## src/rtl/id_pkg.sv

```systemverilog
// ----------------------------------------------------------------------------
// id_pkg
// Shared decode constants for the ID stage:
//   - MIPS32 opcode / funct encodings of the logic-class subset
//   - ALU operation and result-select codes
//   - NOP register address (register $zero)
//   - id_ex_ctl_t: width-independent control portion of the ID/EX record.
//     Operand, destination and pc widths depend on the stage parameters, so
//     the full id_ex_t record is built in id_fwd_stage around this type.
// ----------------------------------------------------------------------------
package id_pkg;

  localparam logic [5:0] OP_SPECIAL = 6'b000000;
  localparam logic [5:0] OP_ANDI    = 6'b001100;
  localparam logic [5:0] OP_ORI     = 6'b001101;
  localparam logic [5:0] OP_XORI    = 6'b001110;
  localparam logic [5:0] OP_LUI     = 6'b001111;

  localparam logic [5:0] FUNCT_AND  = 6'b100100;
  localparam logic [5:0] FUNCT_OR   = 6'b100101;
  localparam logic [5:0] FUNCT_XOR  = 6'b100110;
  localparam logic [5:0] FUNCT_NOR  = 6'b100111;

  localparam int unsigned NOP_REG_ADDR = 0;

  typedef enum logic [7:0] {
    ALUOP_NOP = 8'h00,
    ALUOP_AND = 8'h24,
    ALUOP_OR  = 8'h25,
    ALUOP_XOR = 8'h26,
    ALUOP_NOR = 8'h27
  } aluop_e;

  typedef enum logic [2:0] {
    ALUSEL_NOP   = 3'b000,
    ALUSEL_LOGIC = 3'b001
  } alusel_e;

  typedef struct packed {
    aluop_e  aluop;
    alusel_e alusel;
    logic    wreg;
    logic    invalid;
  } id_ex_ctl_t;

endpackage

```

## src/rtl/id_fwd_mux.sv

```systemverilog
// ----------------------------------------------------------------------------
// id_fwd_mux
// Priority operand selector for one source operand.
//   read_i       operand is read from the register file (else imm_i is used)
//   addr_i       register address of the operand
//   imm_i        immediate value used when the operand is not read
//   rf_data_i    register file read data
//   fwd_wreg_i   per-source write enable, source 0 = youngest
//   fwd_wd_i     per-source destination, source k at slice k
//   fwd_wdata_i  per-source result, source k at slice k
//   data_o       resolved operand
// Register 0 always reads as zero and is never forwarded.
// ----------------------------------------------------------------------------
module id_fwd_mux #(
  parameter int DATA_W  = 32,
  parameter int REG_AW  = 5,
  parameter int NUM_FWD = 2
) (
  input  logic                      read_i,
  input  logic [REG_AW-1:0]         addr_i,
  input  logic [DATA_W-1:0]         imm_i,
  input  logic [DATA_W-1:0]         rf_data_i,
  input  logic [NUM_FWD-1:0]        fwd_wreg_i,
  input  logic [NUM_FWD*REG_AW-1:0] fwd_wd_i,
  input  logic [NUM_FWD*DATA_W-1:0] fwd_wdata_i,
  output logic [DATA_W-1:0]         data_o
);

  always_comb begin
    data_o = rf_data_i;
    // Walk from oldest to youngest so the youngest matching source wins.
    for (int k = NUM_FWD - 1; k >= 0; k--) begin
      if (fwd_wreg_i[k] && (fwd_wd_i[k*REG_AW +: REG_AW] == addr_i)) begin
        data_o = fwd_wdata_i[k*DATA_W +: DATA_W];
      end
    end
    if (addr_i == '0) begin
      data_o = '0;
    end
    if (!read_i) begin
      data_o = imm_i;
    end
  end

endmodule

```

## src/rtl/id_fwd_stage.sv

```systemverilog
// ----------------------------------------------------------------------------
// id_fwd_stage
// Decode stage for the MIPS32 logic-class subset with operand forwarding,
// load-use hazard detection and a registered ID/EX output slot using a
// valid/ready handshake.
//
// Ports:
//   clk, rst                 clock (rising edge), async active-low reset
//   in_valid_i / in_ready_o  IF/ID side handshake
//   pc_i, inst_i             instruction address and word
//   flush_i                  drop the input and empty the output slot
//   reg1/2_read_o, _addr_o   register file read port control (combinational)
//   reg1/2_data_i            register file read data
//   fwd_wreg_i, fwd_wd_i,
//   fwd_wdata_i              NUM_FWD forwarding sources, index 0 = youngest
//   ex_is_load_i             source 0 is a load whose data is not ready
//   stall_req_o              load-use hazard on a valid, unflushed input
//   out_valid_o/out_ready_i  ID/EX side handshake
//   aluop_o, alusel_o, reg1_o, reg2_o, wd_o, wreg_o, pc_o, inst_invalid_o
//                            registered ID/EX slot contents
//   stall_cnt_o              stall cycle counter (only with ID_PERF_CNT_EN)
//
// Build option: define ID_PERF_CNT_EN to add the 32-bit stall counter.
// ----------------------------------------------------------------------------
module id_fwd_stage
  import id_pkg::*;
#(
  parameter int DATA_W  = 32,
  parameter int REG_AW  = 5,
  parameter int NUM_FWD = 2
) (
  input  logic                      clk,
  input  logic                      rst,
  input  logic                      in_valid_i,
  output logic                      in_ready_o,
  input  logic [DATA_W-1:0]         pc_i,
  input  logic [31:0]               inst_i,
  input  logic                      flush_i,
  output logic                      reg1_read_o,
  output logic                      reg2_read_o,
  output logic [REG_AW-1:0]         reg1_addr_o,
  output logic [REG_AW-1:0]         reg2_addr_o,
  input  logic [DATA_W-1:0]         reg1_data_i,
  input  logic [DATA_W-1:0]         reg2_data_i,
  input  logic [NUM_FWD-1:0]        fwd_wreg_i,
  input  logic [NUM_FWD*REG_AW-1:0] fwd_wd_i,
  input  logic [NUM_FWD*DATA_W-1:0] fwd_wdata_i,
  input  logic                      ex_is_load_i,
  output logic                      stall_req_o,
  output logic                      out_valid_o,
  input  logic                      out_ready_i,
  output logic [7:0]                aluop_o,
  output logic [2:0]                alusel_o,
  output logic [DATA_W-1:0]         reg1_o,
  output logic [DATA_W-1:0]         reg2_o,
  output logic [REG_AW-1:0]         wd_o,
  output logic                      wreg_o,
  output logic [DATA_W-1:0]         pc_o,
  output logic                      inst_invalid_o
`ifdef ID_PERF_CNT_EN
 ,output logic [31:0]               stall_cnt_o
`endif
);

  typedef struct packed {
    id_ex_ctl_t          ctl;
    logic [DATA_W-1:0]   reg1;
    logic [DATA_W-1:0]   reg2;
    logic [REG_AW-1:0]   wd;
    logic [DATA_W-1:0]   pc;
  } id_ex_t;

  localparam logic [REG_AW-1:0] NOP_ADDR = REG_AW'(NOP_REG_ADDR);

  logic [5:0]        op;
  logic [5:0]        funct;
  logic [4:0]        shamt;
  logic [REG_AW-1:0] rs;
  logic [REG_AW-1:0] rt;
  logic [REG_AW-1:0] rd;

  assign op    = inst_i[31:26];
  assign funct = inst_i[5:0];
  assign shamt = inst_i[10:6];
  assign rs    = REG_AW'(inst_i[25:21]);
  assign rt    = REG_AW'(inst_i[20:16]);
  assign rd    = REG_AW'(inst_i[15:11]);

  id_ex_ctl_t        ctl_dec;
  logic [REG_AW-1:0] wd_dec;
  logic [DATA_W-1:0] imm_dec;

  always_comb begin
    ctl_dec.aluop   = ALUOP_NOP;
    ctl_dec.alusel  = ALUSEL_NOP;
    ctl_dec.wreg    = 1'b0;
    ctl_dec.invalid = 1'b1;
    wd_dec          = NOP_ADDR;
    imm_dec         = '0;
    reg1_read_o     = 1'b0;
    reg2_read_o     = 1'b0;
    reg1_addr_o     = rs;
    reg2_addr_o     = rt;

    case (op)
      OP_ORI, OP_ANDI, OP_XORI: begin
        reg1_read_o     = 1'b1;
        imm_dec         = DATA_W'(inst_i[15:0]);
        wd_dec          = rt;
        ctl_dec.wreg    = 1'b1;
        ctl_dec.invalid = 1'b0;
        ctl_dec.alusel  = ALUSEL_LOGIC;
        ctl_dec.aluop   = (op == OP_ORI)  ? ALUOP_OR  :
                          (op == OP_ANDI) ? ALUOP_AND : ALUOP_XOR;
      end
      OP_LUI: begin
        // LUI is executed as $zero | (imm << 16).
        reg1_read_o     = 1'b1;
        reg1_addr_o     = NOP_ADDR;
        imm_dec         = DATA_W'({inst_i[15:0], 16'h0000});
        wd_dec          = rt;
        ctl_dec.wreg    = 1'b1;
        ctl_dec.invalid = 1'b0;
        ctl_dec.alusel  = ALUSEL_LOGIC;
        ctl_dec.aluop   = ALUOP_OR;
      end
      OP_SPECIAL: begin
        if (shamt == 5'd0) begin
          case (funct)
            FUNCT_OR, FUNCT_AND, FUNCT_XOR, FUNCT_NOR: begin
              reg1_read_o     = 1'b1;
              reg2_read_o     = 1'b1;
              wd_dec          = rd;
              ctl_dec.wreg    = 1'b1;
              ctl_dec.invalid = 1'b0;
              ctl_dec.alusel  = ALUSEL_LOGIC;
              ctl_dec.aluop   = (funct == FUNCT_OR)  ? ALUOP_OR  :
                                (funct == FUNCT_AND) ? ALUOP_AND :
                                (funct == FUNCT_XOR) ? ALUOP_XOR : ALUOP_NOR;
            end
            default: ;
          endcase
        end
      end
      default: ;
    endcase
  end

  logic [DATA_W-1:0] reg1_res;
  logic [DATA_W-1:0] reg2_res;

  id_fwd_mux #(.DATA_W(DATA_W), .REG_AW(REG_AW), .NUM_FWD(NUM_FWD)) u_mux_op1 (
    .read_i      (reg1_read_o),
    .addr_i      (reg1_addr_o),
    .imm_i       (imm_dec),
    .rf_data_i   (reg1_data_i),
    .fwd_wreg_i  (fwd_wreg_i),
    .fwd_wd_i    (fwd_wd_i),
    .fwd_wdata_i (fwd_wdata_i),
    .data_o      (reg1_res)
  );

  id_fwd_mux #(.DATA_W(DATA_W), .REG_AW(REG_AW), .NUM_FWD(NUM_FWD)) u_mux_op2 (
    .read_i      (reg2_read_o),
    .addr_i      (reg2_addr_o),
    .imm_i       (imm_dec),
    .rf_data_i   (reg2_data_i),
    .fwd_wreg_i  (fwd_wreg_i),
    .fwd_wd_i    (fwd_wd_i),
    .fwd_wdata_i (fwd_wdata_i),
    .data_o      (reg2_res)
  );

  // A load in EX (source 0) cannot supply its result yet; any operand that
  // would need it must wait. Register 0 never depends on anything.
  logic              hazard;
  logic [REG_AW-1:0] ex_wd;
  logic              op1_dep;
  logic              op2_dep;

  assign ex_wd   = fwd_wd_i[REG_AW-1:0];
  assign op1_dep = reg1_read_o && (reg1_addr_o != '0) && (reg1_addr_o == ex_wd);
  assign op2_dep = reg2_read_o && (reg2_addr_o != '0) && (reg2_addr_o == ex_wd);
  assign hazard  = ex_is_load_i && fwd_wreg_i[0] && (op1_dep || op2_dep);

  id_ex_t slot_q, slot_d;
  logic   valid_q, valid_d;

  assign in_ready_o  = flush_i | (!hazard & (!valid_q | out_ready_i));
  assign stall_req_o = hazard & in_valid_i & !flush_i;

  always_comb begin
    slot_d  = slot_q;
    valid_d = valid_q;
    if (flush_i) begin
      valid_d = 1'b0;
    end else if (in_valid_i && in_ready_o) begin
      slot_d.ctl  = ctl_dec;
      slot_d.reg1 = reg1_res;
      slot_d.reg2 = reg2_res;
      slot_d.wd   = wd_dec;
      slot_d.pc   = pc_i;
      valid_d     = 1'b1;
    end else if (out_ready_i) begin
      valid_d = 1'b0;
    end
  end

  always_ff @(posedge clk or negedge rst) begin
    if (!rst) begin
      slot_q  <= '0;
      valid_q <= 1'b0;
    end else begin
      slot_q  <= slot_d;
      valid_q <= valid_d;
    end
  end

  assign out_valid_o    = valid_q;
  assign aluop_o        = slot_q.ctl.aluop;
  assign alusel_o       = slot_q.ctl.alusel;
  assign wreg_o         = slot_q.ctl.wreg;
  assign inst_invalid_o = slot_q.ctl.invalid;
  assign reg1_o         = slot_q.reg1;
  assign reg2_o         = slot_q.reg2;
  assign wd_o           = slot_q.wd;
  assign pc_o           = slot_q.pc;

`ifdef ID_PERF_CNT_EN
  logic [31:0] stall_cnt_q;

  always_ff @(posedge clk or negedge rst) begin
    if (!rst) begin
      stall_cnt_q <= '0;
    end else if (stall_req_o) begin
      stall_cnt_q <= stall_cnt_q + 32'd1;
    end
  end

  assign stall_cnt_o = stall_cnt_q;
`endif

endmodule
```

## config.mk

```make
export PLATFORM = sky130hd
export DESIGN_NAME = id_fwd_stage
export DESIGN_NICKNAME = d
export VERILOG_FILES = /design/src/rtl/id_pkg.sv /design/src/rtl/id_fwd_mux.sv /design/src/rtl/id_fwd_stage.sv
export SDC_FILE = /design/constraint.sdc
export NUM_CORES = 1
export LEC_CHECK = 0
export ABC_AREA = 1
export BUFFER_PORTS_ARGS = -buffer_cell sky130_fd_sc_hd__buf_2
export CORE_MARGIN = 4
export CORE_UTILIZATION = 28
export DETAILED_ROUTE_END_ITERATION = 10
export HOLD_SLACK_MARGIN = 0.06
export SLEW_MARGIN = 30
export SYNTH_ARGS = -nofsm -noshare
export SYNTH_HDL_FRONTEND = slang
export SYNTH_HIERARCHICAL = 1
export SYNTH_SLANG_ARGS = --single-unit
```

## constraint.sdc

```tcl
create_clock -name clk -period 1.68 [get_ports clk]
set_input_delay 0.252 -clock clk [delete_from_list [all_inputs] [get_ports clk]]
set_output_delay 0.252 -clock clk [all_outputs]
set_load 0.05 [all_outputs]
```

==> results.txt <==
----------------------------------------------------
[Status]
  Outcome ... complete, but fails checks
  Violated checks ... negative setup slack

[Floorplan]
  Die ar. ... 31630 µm²
  Die boundary height ... 177.8 µm
  CORE AREA ... 28090 µm²
  Initial core utilization ... 0.2876
  Width of the die ... 177.8 µm
  Cell row count ... 61
  Number of top-level pins ... 339

[Logic synthesis]
  Primary FF master, synth ... sky130_fd_sc_hd__dfrtp_1
  Syn Area/Cell ... 6.241 µm²
  Synth Warn # ... 6
  Number of synthesized flops with an enable pin ... 0
  Post-synth ARST share ... 1.000
  Cell area after synthesis ... 8076 µm²
  Area share of the leading cell type in the synthesized netlist ... 0.3284
  Synthesized instance count ... between 1000 and 1500
  Sequential share of the synthesized area ... 0.3284
  Cell type with the largest total area after synthesis ... sky130_fd_sc_hd__dfrtp_1
  Cell variety after synth ... 32
  Most area-consuming cells after synthesis ... sky130_fd_sc_hd__dfrtp_1, sky130_fd_sc_hd__nand2_1, sky130_fd_sc_hd__nand4_1
  Number of storage elements in the synthesis netlist ... 106

[Critical path]
  Most frequent cell on the critical path ... sky130_fd_sc_hd__nand3_4
  Register-to-Register Setup Slack ... approximately 180 ps
  Master of the slowest instance on the critical path ... sky130_fd_sc_hd__nor2_2
  Data required time at the worst endpoint ... about 1400 ps
  Reg2Reg Launch Point ... out_valid_o$_DFFE_PN0P_
  Delay of the slowest cell on the worst path ... 220 ps
  CP Data Arrival Time ... about 1700 ps
  Critical R2R Capture ... pc_o[9]$_DFFE_PN0P_
  Crit start category ... primary input
  Maximum fanout count along the critical path ... 2
  Cells on worst reg2reg path ... 4
  CP top delay family ... simple AND/OR/NAND/NOR gates
  Buffers & Inverters on Critical Path ... 3
  Crit Path Category ... primary input to output port
  Crit end category ... output port
  Launching element of the worst setup path ... inst_i[6]
  Worst path cell trace ... buf_6 -> inv_2 -> nand4_1 -> nor2_2 -> nand3_4 -> nand2_8 -> nand3_4 -> o21bai_4 -> nand2_4 -> nor2_4 -> buf_8

[Placement]
  HPWL after detailed placement ... 29780 µm
  Quantity of I/O buffers inserted on ports ... 332
  Instance area at placement ... 10770 µm²
  Final weighted congestion of routability-driven global placement ... 0.9347
  Placed cells ... 1993

[Routing]
  Routed vias/inst ... 5.100
  Post-detailed-route wirelength per cell ... approximately 20 µm
  Drt first-iter violations ... 836
  Total detailed-routing wirelength ... 41640 µm
  Post-route DRC ... 0
  Initial DRT Pass Iterations ... 5
  Antenna Violating Nets Remaining ... 0
  Count of vias placed by the detailed router ... 10500

[Power and ir drop]
  Total design power ... just under 8000 µW
  Peak ir drop on the vdd network ... 0.5286 mV
  Internal portion of total power ... slightly below 5000 µW
  Switching share of power ... 0.3866
  Relative contribution of combinational cells to total power ... 0.348
  Clock share of power ... 0.290
  Total leakage power ... 0.007186 µW
  Power per Cell Area ... around 630 nW/µm²
  Sequential share of power ... 0.362
  Net switching power figure ... 3038 µW

[Hold path]
  Number of instances on the worst hold path ... 3
  Hold path startpoint ... pc_i[15]
  Capture endpoint of the worst hold path ... pc_o[15]$_DFFE_PN0P_
  Tightest Hold Check Type ... primary input to flop

[Timing]
  Part of the cycle the worst path needs ... 1.140
  Count of endpoints failing setup in the final report ... 104
  Setup skew after layout ... 6.561 ps
  RSZ-0062 raised after global routing ... true
  Worst path setup slack after routing ... -234.4 ps
  Worst relative slew slack ... 0.5706
  Peak clock frequency supported by timing ... 0.5224 GHz
  Number of pins with negative max-slew slack in the final report ... 0
  Worst Tran Pin Value ... 644.1 ps
  Final count of hold timing violations ... 0
  Post-layout minimum cycle time ... approximately 1900 ps

[Clocking]
  Maximum buffer depth of the clock tree ... 2
  Clock-pin slew on the worst setup and hold paths ... 80 ps
  Total CTS buffers ... 9
  Clock tree from TritonCTS ... done
  CTS Root Buffer Type ... sky130_fd_sc_hd__clkbuf_16
  Htree depth ... 3
  Number of clock sinks ... 106
  Clk Latency, worst-skew pair ... ~360 ps

[Cells and area]
  Count of placed standard cells in the final layout, fillers left out ... 2059
  Area growth syn-to-layout ... 54.04%
  Number of nets in the final layout ... 1886
  Register area ... between 2000 and 3000 µm²
  Post-route cell area ... 12440 µm²
  Fillers ... 3019
  Share of cells above drive strength 1 ... 0.3801
  Antenna diode instance count ... 0
  Total area of multi-input combinational cells ... 5115 µm²

[Global routing]
  Total grt overflow ... 0
  Largest net degree at the start of global routing ... 107
  GR Util All Layers ... 0.2456
  Wire length of the first global-routing pass ... 59880 µm
  Initial antenna violation count ... 0
  Via count of the first global-routing pass ... 10020

[Run]
  Number of max-cap violations ... 0

----------------------------------------------------
## worst register-to-register path: cells and delay by family, from the launching register on
family        cells  cell delay (ps)
simple gates      3              830
buf+inv           1              230
flops             1              340
## power groups by stage
| stage | Combinational (µW) | Clock [µW] | Sequential [µW] |
|---|---|---|---|
| global placement | 2420 | 0 | 2850 |
| global route | 2910 | 2470 | 2860 |
| detailed placement | 2430 | 0 | 2850 |
| CTS | 2590 | 2360 | 2810 |
| floorplan | 860 | 0 | 3440 |
| finish | 2740 | 2280 | 2840 |
## worst max-delay path by stage
stage,endpoint,slack (ps),depth (start not counted)
after global routing,stall_req_o,-290,11
final,stall_req_o,-230,11
after global placement,stall_req_o,-510,12
after floorplan,stall_req_o,-270,10
after detailed placement,stall_req_o,-510,12
after CTS,stall_req_o,-230,12
## final cells by class
cell class                      count  share of cell area
Clock buffer                       10             0.01840
Clock inverter                      6            0.006738
Inverter                           61             0.02112
Multi-Input combinational cell   1024              0.4111
Sequential cell                   106              0.2132
Tap cell                          378             0.03802
Timing Repair Buffer              474              0.2914
## stage by stage
| stage | setup TNS (ps) | worst slack [ps] | utilization | hold slack, ps |
|---|---|---|---|---|
| after floorplan | -25360 | -274.7 | - | -43.59 |
| after global placement | -47890 | -506.8 | 0.3835 | 382.6 |
| after detailed placement | -49080 | -509.9 | 0.3835 | 385.0 |
| after CTS | -13970 | -226.1 | 0.4159 | 123.1 |
| after global routing | -19890 | -286.6 | 0.4429 | 131.3 |
| final | -11960 | -234.4 | 0.4429 | 141.7 |
## Yosys cell counts, types with 5 or more instances
master and n:
sky130_fd_sc_hd__buf_1 7, sky130_fd_sc_hd__buf_2 41, sky130_fd_sc_hd__buf_4 15, sky130_fd_sc_hd__buf_6 17, sky130_fd_sc_hd__clkbuf_1 30, sky130_fd_sc_hd__dfrtp_1 106
sky130_fd_sc_hd__inv_1 47, sky130_fd_sc_hd__inv_2 13, sky130_fd_sc_hd__nand2_1 550, sky130_fd_sc_hd__nand3_1 71, sky130_fd_sc_hd__nand3_4 5, sky130_fd_sc_hd__nand4_1 173
sky130_fd_sc_hd__nor2_1 180, sky130_fd_sc_hd__nor2_4 6, sky130_fd_sc_hd__o21ai_0 6
## placed cells by master (no fill, tap or decap), types with 4 or more instances in the layout
cell type,instances
sky130_fd_sc_hd__buf_12,33
sky130_fd_sc_hd__nand3_4,8
sky130_fd_sc_hd__nand2_1,461
sky130_fd_sc_hd__nor2_2,9
sky130_fd_sc_hd__nand2_2,66
sky130_fd_sc_hd__nand3_1,69
sky130_fd_sc_hd__inv_6,4
sky130_fd_sc_hd__buf_4,72
sky130_fd_sc_hd__buf_8,8
sky130_fd_sc_hd__nand2_4,24
sky130_fd_sc_hd__nor2_4,15
sky130_fd_sc_hd__nand4_1,173
sky130_fd_sc_hd__inv_2,12
sky130_fd_sc_hd__nor2_1,165
sky130_fd_sc_hd__clkbuf_16,19
sky130_fd_sc_hd__inv_1,42
sky130_fd_sc_hd__o21ai_0,5
sky130_fd_sc_hd__conb_1,6
sky130_fd_sc_hd__dfrtp_1,106
sky130_fd_sc_hd__buf_16,6
sky130_fd_sc_hd__buf_2,319
sky130_fd_sc_hd__buf_6,25
## registers in the layout, summed over array words and instances, names as in the netlist
register	flops
pc_o	32
reg1_o	32
reg2_o	32
wd_o	5
aluop_o	3
inst_invalid_o	1
out_valid_o	1
## layer usage
layer  up-vias  global-route usage  part of all wire
met5         -                   0                 0
met4         0             0.06059             0.029
met3        67             0.04495             0.077
met2       499              0.4045              0.47
met1      4958              0.3338              0.42
li1       4976                   -                 -
## cells by family (layout without fill, tap and decap cells)
kind of cell,after synthesis,count (layout),synth area share
simple gates,999,1001,0.5490
buf+inv,171,551,0.1086
flops,106,106,0.3284
compound gates,14,14,0.01022
xor+xnor,3,3,0.003254
other cells,1,6,0.0004643
## timing repair
action,4_1_cts,5_1_grt
setup endpoints to repair,110,110
buffers inserted,18,14
gates resized for setup,47,145
hold buffers,1,0
endpoints found under the hold margin,106,0
cloned,10,13
pin swaps,14,28
No activity file was read; power rests on OpenSTA's default activity.
